$ cat src/rtl/am_mac_scheduler.sv
// Shared-MAC sequencer for the AM receiver: runs a cosine pass then a sine pass
// per sample strobe and captures each accumulator result with a one-cycle valid.
module am_mac_scheduler #(
    parameter int TAPS    = 16,
    parameter int ADDR_W  = 4,
    parameter int DATA_W  = 32,
    parameter int MAC_LAT = 2
) (
    input  logic              clk,
    input  logic              rst,
    input  logic              sample_tick,
    input  logic [DATA_W-1:0] acc_in,
    output logic              mac_clr,
    output logic              mac_en,
    output logic              mac_sel,
    output logic [ADDR_W-1:0] tap_addr,
    output logic [DATA_W-1:0] ynC,
    output logic [DATA_W-1:0] ynS,
    output logic              ynC_valid,
    output logic              ynS_valid,
    output logic              busy,
    output logic              overrun
);

    // One counter serves both the tap index and the drain delay.
    localparam int LAT_W = (MAC_LAT > 1) ? $clog2(MAC_LAT) : 1;
    localparam int CNT_W = (ADDR_W > LAT_W) ? ADDR_W : LAT_W;
    localparam logic [CNT_W-1:0] LAST_TAP = CNT_W'(TAPS - 1);
    localparam logic [CNT_W-1:0] LAST_LAT = CNT_W'((MAC_LAT > 0) ? (MAC_LAT - 1) : 0);

    typedef enum logic [3:0] {
        S_IDLE,
        S_CLR_C,
        S_MAC_C,
        S_DRAIN_C,
        S_CAPT_C,
        S_CLR_S,
        S_MAC_S,
        S_DRAIN_S,
        S_CAPT_S
    } state_t;

    state_t             r_state;
    state_t             w_state_nxt;
    logic [CNT_W-1:0]   r_cnt;
    logic [CNT_W-1:0]   w_cnt_nxt;
    logic [DATA_W-1:0]  r_ynC;
    logic [DATA_W-1:0]  r_ynS;
    logic               r_ynC_valid;
    logic               r_ynS_valid;
    logic               r_busy;
    logic               r_overrun;
    logic               w_capt_c;
    logic               w_capt_s;

    always_ff @(posedge clk or negedge rst) begin
        if (!rst) begin
            r_state     <= S_IDLE;
            r_cnt       <= '0;
            r_busy      <= 1'b0;
            r_ynC       <= '0;
            r_ynS       <= '0;
            r_ynC_valid <= 1'b0;
            r_ynS_valid <= 1'b0;
            r_overrun   <= 1'b0;
        end else begin
            r_state     <= w_state_nxt;
            r_cnt       <= w_cnt_nxt;
            r_busy      <= (w_state_nxt != S_IDLE);
            r_ynC_valid <= w_capt_c;
            r_ynS_valid <= w_capt_s;
            if (w_capt_c) r_ynC <= acc_in;
            if (w_capt_s) r_ynS <= acc_in;
            if (sample_tick && (r_state != S_IDLE)) r_overrun <= 1'b1;
        end
    end

    always_comb begin
        w_state_nxt = r_state;
        w_cnt_nxt   = '0;
        mac_clr     = 1'b0;
        mac_en      = 1'b0;
        mac_sel     = 1'b0;
        w_capt_c    = 1'b0;
        w_capt_s    = 1'b0;
        case (r_state)
            S_IDLE: begin
                if (sample_tick) w_state_nxt = S_CLR_C;
            end
            S_CLR_C: begin
                mac_clr     = 1'b1;
                w_state_nxt = S_MAC_C;
            end
            S_MAC_C: begin
                mac_en = 1'b1;
                if (r_cnt == LAST_TAP) w_state_nxt = (MAC_LAT == 0) ? S_CAPT_C : S_DRAIN_C;
                else                   w_cnt_nxt   = r_cnt + 1'b1;
            end
            S_DRAIN_C: begin
                if (r_cnt == LAST_LAT) w_state_nxt = S_CAPT_C;
                else                   w_cnt_nxt   = r_cnt + 1'b1;
            end
            S_CAPT_C: begin
                w_capt_c    = 1'b1;
                w_state_nxt = S_CLR_S;
            end
            S_CLR_S: begin
                mac_sel     = 1'b1;
                mac_clr     = 1'b1;
                w_state_nxt = S_MAC_S;
            end
            S_MAC_S: begin
                mac_sel = 1'b1;
                mac_en  = 1'b1;
                if (r_cnt == LAST_TAP) w_state_nxt = (MAC_LAT == 0) ? S_CAPT_S : S_DRAIN_S;
                else                   w_cnt_nxt   = r_cnt + 1'b1;
            end
            S_DRAIN_S: begin
                mac_sel = 1'b1;
                if (r_cnt == LAST_LAT) w_state_nxt = S_CAPT_S;
                else                   w_cnt_nxt   = r_cnt + 1'b1;
            end
            S_CAPT_S: begin
                mac_sel     = 1'b1;
                w_capt_s    = 1'b1;
                w_state_nxt = S_IDLE;
            end
            default: w_state_nxt = S_IDLE;
        endcase
    end

    assign tap_addr  = mac_en ? r_cnt[ADDR_W-1:0] : '0;
    assign ynC       = r_ynC;
    assign ynS       = r_ynS;
    assign ynC_valid = r_ynC_valid;
    assign ynS_valid = r_ynS_valid;
    assign busy      = r_busy;
    assign overrun   = r_overrun;

endmodule

$ cat config.mk
export PLATFORM = sky130hd
export DESIGN_NAME = am_mac_scheduler
export DESIGN_NICKNAME = d
export VERILOG_FILES = /design/src/rtl/am_mac_scheduler.sv
export SDC_FILE = /design/constraint.sdc
export NUM_CORES = 1
export LEC_CHECK = 0
export BUFFER_PORTS_ARGS = -buffer_cell sky130_fd_sc_hd__buf_2
export CAP_MARGIN = 20
export CELL_PAD_IN_SITES_DETAIL_PLACEMENT = 0
export CELL_PAD_IN_SITES_GLOBAL_PLACEMENT = 1
export CORE_MARGIN = 2
export CORE_UTILIZATION = 25
export CTS_BUF_LIST = sky130_fd_sc_hd__clkbuf_4 sky130_fd_sc_hd__clkbuf_8
export CTS_CLUSTER_SIZE = 28
export DETAILED_ROUTE_END_ITERATION = 10
export GPL_TIMING_DRIVEN = 0
export PLACE_DENSITY = 0.63
export SYNTH_ARGS = -nofsm -noshare
export SYNTH_HDL_FRONTEND = slang
export SYNTH_SLANG_ARGS = --single-unit
$ cat constraint.sdc
create_clock -name clk -period 5.2 [get_ports clk]
set_clock_uncertainty 0.05 [all_clocks]
set_input_delay 0.78 -clock clk [delete_from_list [all_inputs] [get_ports clk]]
set_output_delay 0.78 -clock clk [all_outputs]
set_load 0.02 [all_outputs]
==> results of run 1 <==
-- placed cells by master (no fill, tap or decap), drive strengths merged --
cell and instances:
xor2 1, dfrtp 76, a22oi 1, mux2 64, nor3 3, nor4b 1, a41oi 1, inv 3
nand2b 1, nor2 7, a32oi 1, ha 2, o21bai 2, o21ai 1, nor3b 1, or3b 1
or3 1, nand2 3, nor4 1, nand3 2, buf 119, and3b 1, clkbuf 14, xnor2 1
a21oi 4, and2 4
-- cell families after synthesis --
family          share of synthesized area [%]
flops                                    63.5
buf+inv                                  3.68
compound gates                           2.17
xor+xnor                                0.585
fa+ha+maj                               0.835
simple gates                             5.18
mux                                      24.1
-- per-layer routing --
layer	track usage, %	up-vias	share of wire (%)
li1	-	914	-
met3	3.45	11	4.9
met1	12.9	968	44
met2	17.0	57	48
met5	0	-	0
met4	6.83	0	2.6
-- per-stage QoR --
stage / utilization (%) / hold slack (ps) / instances / power [µW]
after floorplan: - / 423 / 194 / 1060
after global placement: 32.2 / 412 / 446 / 1220
after detailed placement: 32.4 / 421 / 447 / 1230
after CTS: 33.7 / 318 / 459 / 1630
after global routing: 33.7 / 341 / 459 / 1690
final: 33.7 / 331 / 459 / 1590
-- registers in the layout, indices dropped and copies added, names as in the netlist --
signal     count
r_cnt          4
ynS           32
ynS_valid      1
overrun        1
ynC           32
ynC_valid      1
r_state        4
busy           1
-- layout make-up --
class	count	area (µm²)	area share (%)
Buffer	11	98.8	2.54
Clock buffer	12	153	3.92
Tap cell	143	179	4.59
Inverter	3	11.3	0.289
Sequential cell	76	1900	48.8
Timing Repair Buffer	110	568	14.6
Multi-Input combinational cell	104	983	25.2
-- where the power goes --
| group | internal, µW | switching (µW) |
|---|---|---|
| clock | 187 | 193 |
| sequential | 684 | 50.8 |
| combinational | 198 | 275 |
| total | 1070 | 519 |
-- worst min-delay path by stage --
| stage | startpoint | endpoint | slack (ps) | cells past startpoint |
|---|---|---|---|---|
| global route | rst | r_cnt[3]$_DFF_PN0_ | 340 | 1 |
| detailed placement | overrun$_DFFE_PN0P_ | overrun$_DFFE_PN0P_ | 420 | 1 |
| finish | rst | r_cnt[3]$_DFF_PN0_ | 330 | 1 |
| global placement | ynC[10]$_DFFE_PN0P_ | ynC[10]$_DFFE_PN0P_ | 410 | 1 |
| CTS | rst | r_state[1]$_DFF_PN0_ | 320 | 1 |
| floorplan | r_cnt[0]$_DFF_PN0_ | r_cnt[0]$_DFF_PN0_ | 420 | 1 |
==> implementation parameters, run 1 <==
Parameter                              Value

Status
  Result of the run    complete, no violations

Setup path
  End of the critical path    mac_sel
  Peak fanout along the critical path    10
  Reg2reg start    r_state[0]$_DFF_PN0_
  Family of cells with the greatest summed delay on the critical path    buffers and inverters
  Number of buffer and inverter stages on the critical path    4
  Worst R2R Path Depth    4
  Stages on the worst setup path    7
  Crit path capture type    output pin
  Register-to-register setup slack    3240 ps
  Worst setup path category    register to output pin
  Critical path arrival    2000 ps
  Library cell contributing the largest single delay on the critical path    sky130_fd_sc_hd__dfrtp_1
  Startpoint type of the worst setup path    register
  Endpoint of the lowest-slack register-to-register path    ynC[17]$_DFFE_PN0P_
  Beginning of the critical path    r_state[0]$_DFF_PN0_
  Most frequent cell on the critical path    sky130_fd_sc_hd__buf_2
  Largest stage delay on the critical path    350 ps
  Cells traversed along the worst timing path    buf_2 > nor3_1 > and2_1 > buf_4 > buf_6 > o21bai_1 > buf_2
  CP required    4370 ps

Finish
  Summed area of non-filler cells in the final layout    0.00389 mm²
  # diodes    0
  Layout Nets    352
  Growth of design area from synthesis to finish    30.0%
  Proportion of layout cells with a drive suffix above 1    61.4%
  Fill cell instance count of the final layout    1183

Route
  Residual DRC    0
  Via density per instance    4.25
  WL/cell    14.3 µm
  Number of DRC markers after the initial detailed-route iteration    38
  Via total after detailed routing    1950
  Drt pass-1 iters    4
  Overall routed net length    6.54 mm
  Number of routed nets with antenna violations    0

Placed design
  Pre-CTS setup slack    2730 ps
  Standard cell area after detailed placement    0.00374 mm²
  Count of buffers from port buffering    109
  Detailed placement HPWL    4.67 mm
  Final weighted congestion of routability-driven global placement    0.720

Clock tree
  Hold_buf cts    0
  Post-cts repair resize count    0
  Worst-Skew Late Latency    350 ps
  Setup fix buffers added after clock tree synthesis    0
  TritonCTS clock tree    done
  Clock Sink Count    76
  Worst-path clk slew    70 ps
  Clock buffer count from CTS    9
  Clock tree root driver cell    sky130_fd_sc_hd__clkbuf_8
  Largest buffer count on any clock path    2
  H-tree levels    3

Floorplanning
  Core box area    0.0116 mm²
  Std cell rows    39
  Overall die height    113 µm
  Overall die width    113 µm
  Total I/O pin count    110
  Area enclosed by the die boundary    0.0129 mm²
  Initial Util    25.9%

Power
  Power density over cell area    408 mW/mm²
  Static Leak    0.00181 µW
  Worst VDD drop    0.000167 V

Logic synthesis
  Most used standard cells in the synthesized netlist    76 x sky130_fd_sc_hd__dfrtp_1, 62 x sky130_fd_sc_hd__mux2_2, 7 x sky130_fd_sc_hd__buf_6, 7 x sky130_fd_sc_hd__nor2_1
  Post-Syn Instances    194
  Post-Synthesis Net Count    231
  Yosys top cell by area    sky130_fd_sc_hd__dfrtp_1
  Dominant register cell in the synthesized netlist    sky130_fd_sc_hd__dfrtp_1
  Ranking of synthesized cells by area    sky130_fd_sc_hd__dfrtp_1 63%, sky130_fd_sc_hd__mux2_2 23%, sky130_fd_sc_hd__buf_6 2.6%, sky130_fd_sc_hd__nor2_1 0.88%, sky130_fd_sc_hd__and2_1 0.84%
  Total standard cell area after synthesis    0.00300 mm²
  Post-synth EDFFs    0
  Yosys warnings    0
  Asr flop ratio synth    100%
  Most frequent cell after synthesis    sky130_fd_sc_hd__dfrtp_1
  Post-synthesis sequential element count    76
  Fraction of post-synthesis cell area in the top cell type by area    63.5%
  Sequential share of the synthesized area    63.5%
  Number of different library cells in the post-synthesis netlist    29
  Syn avg cell area    15.4 µm²

STA
  Total negative setup slack    0 ps
  Least-Margin Pin Slew    706 ps
  Ratio of final minimum period to clock period    54.5%
  Count of endpoints failing setup in the final report    0
  Final number of max-transition violations    0
  Final critical-path setup slack    2370 ps
  Final critical delay including setup and external delays    2830 ps
  Fmax achieved    0.353 GHz
  Total count of hold-check failures in the final report    0
  Setup repair after global routing missed its margin    false
  Slew headroom    52.8%

Global route
  First-pass GRT wire length    10.5 mm
  Via count of the first global-routing pass    2113
  Grt total ovfl    0
  Tot GR Track Use    10.9%
  Antenna violations before repair    0
  Maximum number of pins on one net before global-route repair    42

Hold path
  Tightest Hold Check Type    primary input to asynchronous set/reset pin

Job
  MaxCap Viol Count    0
Note: power is estimated with default switching activity, not from simulation.
==> run 2: changes to the inputs <==
Settings changed: PLACE_DENSITY 0.63 to 0.65.
Clock period 5.2 ns to 2.5 ns, I/O delays scaled along.
==> run 2 against run 1 <==
Net effect:
- sequential power grew 110%
- power up 130%
- highest routed layer unchanged
- critical path type unchanged
- clock power rose to 2.8 times the previous value
- via count rose by 2.7%
==> implementation parameters, run 2 (synthesized netlist as in run 1, its figures left out) <==
Parameter                              Value

Status
  Result of the run    complete, no violations

STA
  Count of endpoints failing setup in the final report    0
  Final critical-path setup slack    230 ps
  Setup repair after global routing missed its margin    false
  Final critical delay including setup and external delays    2270 ps
  Slew headroom    54.9%
  Total count of hold-check failures in the final report    0
  Total negative setup slack    0 ps
  Fmax achieved    0.441 GHz
  Least-Margin Pin Slew    674 ps
  Ratio of final minimum period to clock period    90.8%
  Final number of max-transition violations    0

Global route
  Tot GR Track Use    10.8%
  Met3 Resource Use GR    3.99%
  Met2 usage in global routing    16.4%
  Antenna violations before repair    0
  Maximum number of pins on one net before global-route repair    73
  GR Layer Usage met1    13.2%
  Busiest grt layer    met2
  First-pass GRT wire length    10.5 mm
  Grt total ovfl    0
  Via count of the first global-routing pass    2048

Setup path
  CP required    2080 ps
  Largest stage delay on the critical path    350 ps
  Worst setup path category    register to output pin
  Library cell contributing the largest single delay on the critical path    sky130_fd_sc_hd__dfrtp_1
  Cells traversed along the worst timing path    buf_2 > nor3_4 > and2_1 > buf_6 > buf_6 > o21bai_1 > buf_2
  Critical path arrival    1840 ps
  Peak fanout along the critical path    10
  Startpoint type of the worst setup path    register
  Crit path capture type    output pin
  Number of buffer and inverter stages on the critical path    4
  Family of cells with the greatest summed delay on the critical path    buffers and inverters

Clock tree
  H-tree levels    3
  TritonCTS clock tree    done
  Clock tree root driver cell    sky130_fd_sc_hd__clkbuf_8
  Setup fix buffers added after clock tree synthesis    0
  Clock Sink Count    76
  Worst-path clk slew    80 ps
  Largest buffer count on any clock path    2
  Clock buffer count from CTS    9
  Worst-Skew Late Latency    350 ps

Floorplanning
  Initial Util    25.9%
  Core box area    0.0116 mm²
  Std cell rows    39
  Overall die width    113 µm
  Overall die height    113 µm
  Area enclosed by the die boundary    0.0129 mm²
  Total I/O pin count    110

Finish
  Top library cells by usage in the layout, fill and taps aside    109 x sky130_fd_sc_hd__buf_2, 76 x sky130_fd_sc_hd__dfrtp_1, 62 x sky130_fd_sc_hd__mux2_2
  Layout Nets    352
  Utilization after layout    34.5%
  Summed area of non-filler cells in the final layout    0.00400 mm²
  Proportion of layout cells with a drive suffix above 1    62.1%
  Commonest non-fill, non-tap cell in the layout    sky130_fd_sc_hd__buf_2
  # diodes    0
  Growth of design area from synthesis to finish    33.4%
  Fill cell instance count of the final layout    1167

Power
  Overall power of the completed layout    3590 µW
  Sequential Power Share    42.7%
  Static Leak    0.00185 µW
  Share of total power consumed by net switching    31.7%
  Clock power share    29.5%
  Power density over cell area    898 mW/mm²
  Worst VDD drop    0.000253 V
  Share of total power in combinational logic    27.9%
  Psw    1140 µW
  Design internal power    2450 µW

Placed design
  Pre-CTS setup slack    493 ps
  Count of buffers from port buffering    109
  Final weighted congestion of routability-driven global placement    0.691
  Detailed placement HPWL    4.47 mm
  Standard cell area after detailed placement    0.00375 mm²

Route
  Number of DRC markers after the initial detailed-route iteration    72
  WL/cell    13.9 µm
  Drt pass-1 iters    4
  Number of routed nets with antenna violations    0
  Residual DRC    0
  Via density per instance    4.33
  Via total after detailed routing    2002
  Overall routed net length    6.41 mm

Job
  MaxCap Viol Count    0

Hold path
  Tightest Hold Check Type    primary input to register
run 2: layout make-up:
| cell class | count | area [µm²] | area share, % |
|---|---|---|---|
| multi-input cells | 104 | 995 | 24.9 |
| inverters | 3 | 11.3 | 0.282 |
| clock inverters | 4 | 72.6 | 1.82 |
| plain buffers | 10 | 98.8 | 2.47 |
| flip-flops and latches | 76 | 1900 | 47.6 |
| clock buffers | 11 | 151 | 3.79 |
| well taps | 143 | 179 | 4.48 |
| repair buffers | 111 | 586 | 14.7 |
run 2: final timing paths:
check                                       to            startpoint  slack, ps  depth (start not counted)
setup / recovery                       mac_sel  r_state[0]$_DFF_PN0_        230                          7
max in group asynchronous  ynC[30]$_DFFE_PN0P_                   rst       1530                          3
min in group asynchronous   r_cnt[3]$_DFF_PN0_                   rst        340                          2
hold reg to reg            overrun$_DFFE_PN0P_   overrun$_DFFE_PN0P_        440                          1
setup reg to reg           ynC[20]$_DFFE_PN0P_  r_state[0]$_DFF_PN0_        550                          4
hold / removal              ynC[9]$_DFFE_PN0P_             acc_in[9]        200                          2
run 2: routing by layer:
metal | vias to the layer above | routed length (µm)
met5 | - | 0
met4 | 0 | 178
met3 | 12 | 432
met2 | 72 | 2960
met1 | 996 | 2840
li1 | 922 | -
run 2: per-stage QoR:
step | hold WS [ps] | instances
final | 199 | 462
after global routing | 179 | 462
after CTS | 171 | 463
after detailed placement | 142 | 447
after global placement | 416 | 446
after floorplan | 29.4 | 194
run 2: power by group through the flow:
stage	clock (µW)	sequential [µW]	combinational (µW)
after floorplan	0	1730	470
after detailed placement	0	1550	1000
after global routing	1150	1560	1090
final	1060	1530	999
after CTS	1100	1530	1010
after global placement	0	1540	990
run 2: repair_timing:
item                                    in CTS  in global routing
endpoints found under the setup margin       0                  1
hold endpoints to repair                     4                  0
gates resized for setup                      0                  3
hold buffers                                 1                  0
==> run 3: changes to the inputs <==
Settings changed: CORE_ASPECT_RATIO from default to 1.4.
==> run 3 against run 2 <==
Net effect:
- sequential cell count stayed put
- non-clock buffer count is the same
- clock power is essentially flat
- largest power group unchanged
- combinational power shrank 0.6%
- cell count up 0.65%
- largest cell class unchanged
- via count fell by 1.0%
- worst setup slack worse by 58 ps
- routed wire length is 4.6% higher
- utilization is 0.66 points lower
- critical path type unchanged
==> implementation parameters, run 3 (synthesized netlist as in run 1, its figures left out) <==
Parameter                              Value

Floorplanning
  Total I/O pin count    110
  Core box area    0.0118 mm²
  Overall die width    96.5 µm
  Std cell rows    47
  Overall die height    134 µm
  Area enclosed by the die boundary    0.0129 mm²
  Initial Util    25.5%

Global route
  Antenna violations before repair    0
  Maximum number of pins on one net before global-route repair    44
  First-pass GRT wire length    10.9 mm
  Tot GR Track Use    11.2%
  Via count of the first global-routing pass    2155
  Grt total ovfl    0

STA
  Final number of max-transition violations    0
  Slew headroom    54.5%
  Fmax achieved    0.429 GHz
  Count of endpoints failing setup in the final report    0
  Total count of hold-check failures in the final report    0
  Total negative setup slack    0 ps
  Least-Margin Pin Slew    680 ps
  Ratio of final minimum period to clock period    93.1%
  Setup repair after global routing missed its margin    false
  Final critical delay including setup and external delays    2330 ps

Setup path
  Reg2reg start    r_state[0]$_DFF_PN0_
  Peak fanout along the critical path    10
  End of the critical path    mac_sel
  Worst setup path category    register to output pin
  Beginning of the critical path    r_state[0]$_DFF_PN0_
  Endpoint of the lowest-slack register-to-register path    ynC[24]$_DFFE_PN0P_
  Critical path arrival    1900 ps
  Crit path capture type    output pin
  Worst R2R Path Depth    4
  Startpoint type of the worst setup path    register
  Register-to-register setup slack    540 ps
  CP required    2080 ps

Power
  Worst VDD drop    0.000352 V
  Share of total power consumed by net switching    31.0%
  Share of total power in combinational logic    27.5%
  Psw    1120 µW
  Clock power share    30.1%
  Sequential Power Share    42.4%
  Power density over cell area    905 mW/mm²
  Design internal power    2490 µW
  Static Leak    0.00184 µW

Route
  Drt pass-1 iters    2
  Via density per instance    4.26
  Via total after detailed routing    1981
  Number of DRC markers after the initial detailed-route iteration    74
  Overall routed net length    6.70 mm
  Residual DRC    0
  Number of routed nets with antenna violations    0
  WL/cell    14.4 µm

Finish
  Summed area of non-filler cells in the final layout    0.00399 mm²
  Commonest non-fill, non-tap cell in the layout    sky130_fd_sc_hd__buf_2
  Growth of design area from synthesis to finish    33.0%
  # diodes    0
  Proportion of layout cells with a drive suffix above 1    61.9%
  Layout Nets    352
  Top library cells by usage in the layout, fill and taps aside    109 x sky130_fd_sc_hd__buf_2, 76 x sky130_fd_sc_hd__dfrtp_1, 62 x sky130_fd_sc_hd__mux2_2

Placed design
  Standard cell area after detailed placement    0.00375 mm²
  Count of buffers from port buffering    109
  Final weighted congestion of routability-driven global placement    0.683
  Detailed placement HPWL    5.01 mm

Clock tree
  Largest buffer count on any clock path    2
  Clock Sink Count    76
  Worst-path clk slew    90 ps
  Worst-Skew Late Latency    330 ps
  TritonCTS clock tree    done
  Clock tree root driver cell    sky130_fd_sc_hd__clkbuf_8
  Setup fix buffers added after clock tree synthesis    0
  Clock buffer count from CTS    9
  H-tree levels    3

Hold path
  Tightest Hold Check Type    primary input to register

Status
  Result of the run    complete, no violations

Job
  MaxCap Viol Count    0
==> run 3: cell types whose count changed in the layout (fill, tap and decap cells not counted) <==
cell and change:
sky130_fd_sc_hd__buf_12 +1, sky130_fd_sc_hd__buf_4 +1, sky130_fd_sc_hd__buf_6 -1, sky130_fd_sc_hd__nor3_4 -1
sky130_fd_sc_hd__clkbuf_8 -2, sky130_fd_sc_hd__nor3_2 +1, sky130_fd_sc_hd__buf_16 -1, sky130_fd_sc_hd__bufinv_16 +1
==> run 3: worst min path at each step <==
stage / from / end / slack (ps) / cells after the start
floorplan: rst / busy$_DFF_PN0_ / 30 / 0
global placement: overrun$_DFFE_PN0P_ / overrun$_DFFE_PN0P_ / 410 / 1
detailed placement: rst / ynS[30]$_DFFE_PN0P_ / 310 / 1
CTS: acc_in[10] / ynC[10]$_DFFE_PN0P_ / 190 / 2
global route: acc_in[29] / ynC[29]$_DFFE_PN0P_ / 200 / 2
finish: acc_in[29] / ynC[29]$_DFFE_PN0P_ / 210 / 2
==> run 3: layout make-up <==
type / instances / area, µm²
Inverter: 3 / 11.3
Buffer: 10 / 95.1
Clock buffer: 9 / 124
Tap cell: 147 / 184
Fill cell: 1212 / 7780
Clock inverter: 5 / 103
Sequential cell: 76 / 1900
Timing Repair Buffer: 111 / 578
Multi-Input combinational cell: 104 / 988
==> run 3: worst max-delay path: stages, from the launching register on <==
cell	delay (ps)
sky130_fd_sc_hd__dfrtp_1	360
sky130_fd_sc_hd__buf_2	180
sky130_fd_sc_hd__nor3_2	190
sky130_fd_sc_hd__and2_1	140
sky130_fd_sc_hd__buf_4	180
sky130_fd_sc_hd__buf_6	180
sky130_fd_sc_hd__o21bai_1	130
sky130_fd_sc_hd__buf_2	190
==> run 3: what timing repair did <==
action | 4_1_cts | 5_1_grt
hold buffers | 1 | 0
setup endpoints to repair | 0 | 1
gates resized for setup | 0 | 1
endpoints found under the hold margin | 33 | 0
==> run 3: through the flow <==
step	cells	total power, µW	util (%)	setup slack, ps	hold slack [ps]
3_3_place_gp	450	2530	31.7	427	410
5_1_grt	465	3830	33.9	20.4	199
4_1_cts	466	3680	33.9	35.4	186
2_1_floorplan	194	2200	-	743	29.4
3_5_place_dp	451	2570	31.9	431	311
6_report	465	3600	33.9	172	214
==> run 3: layer usage <==
layer	wire, µm	share of wire, %	vias up	GRT usage, %
li1	-	-	916	-
met3	387	5.8	6	3.45
met1	2580	39	997	12.4
met4	92	1.4	0	4.69
met2	3640	54	62	19.4
met5	0	0	-	0
==> run 3: power by group through the flow <==
stage / Sequential [µW] / Clock [µW] / Combinational, µW
after floorplan: 1730 / 0 / 470
final: 1530 / 1080 / 993
after detailed placement: 1550 / 0 / 1010
after global routing: 1560 / 1180 / 1090
after global placement: 1540 / 0 / 991
after CTS: 1530 / 1140 / 1020
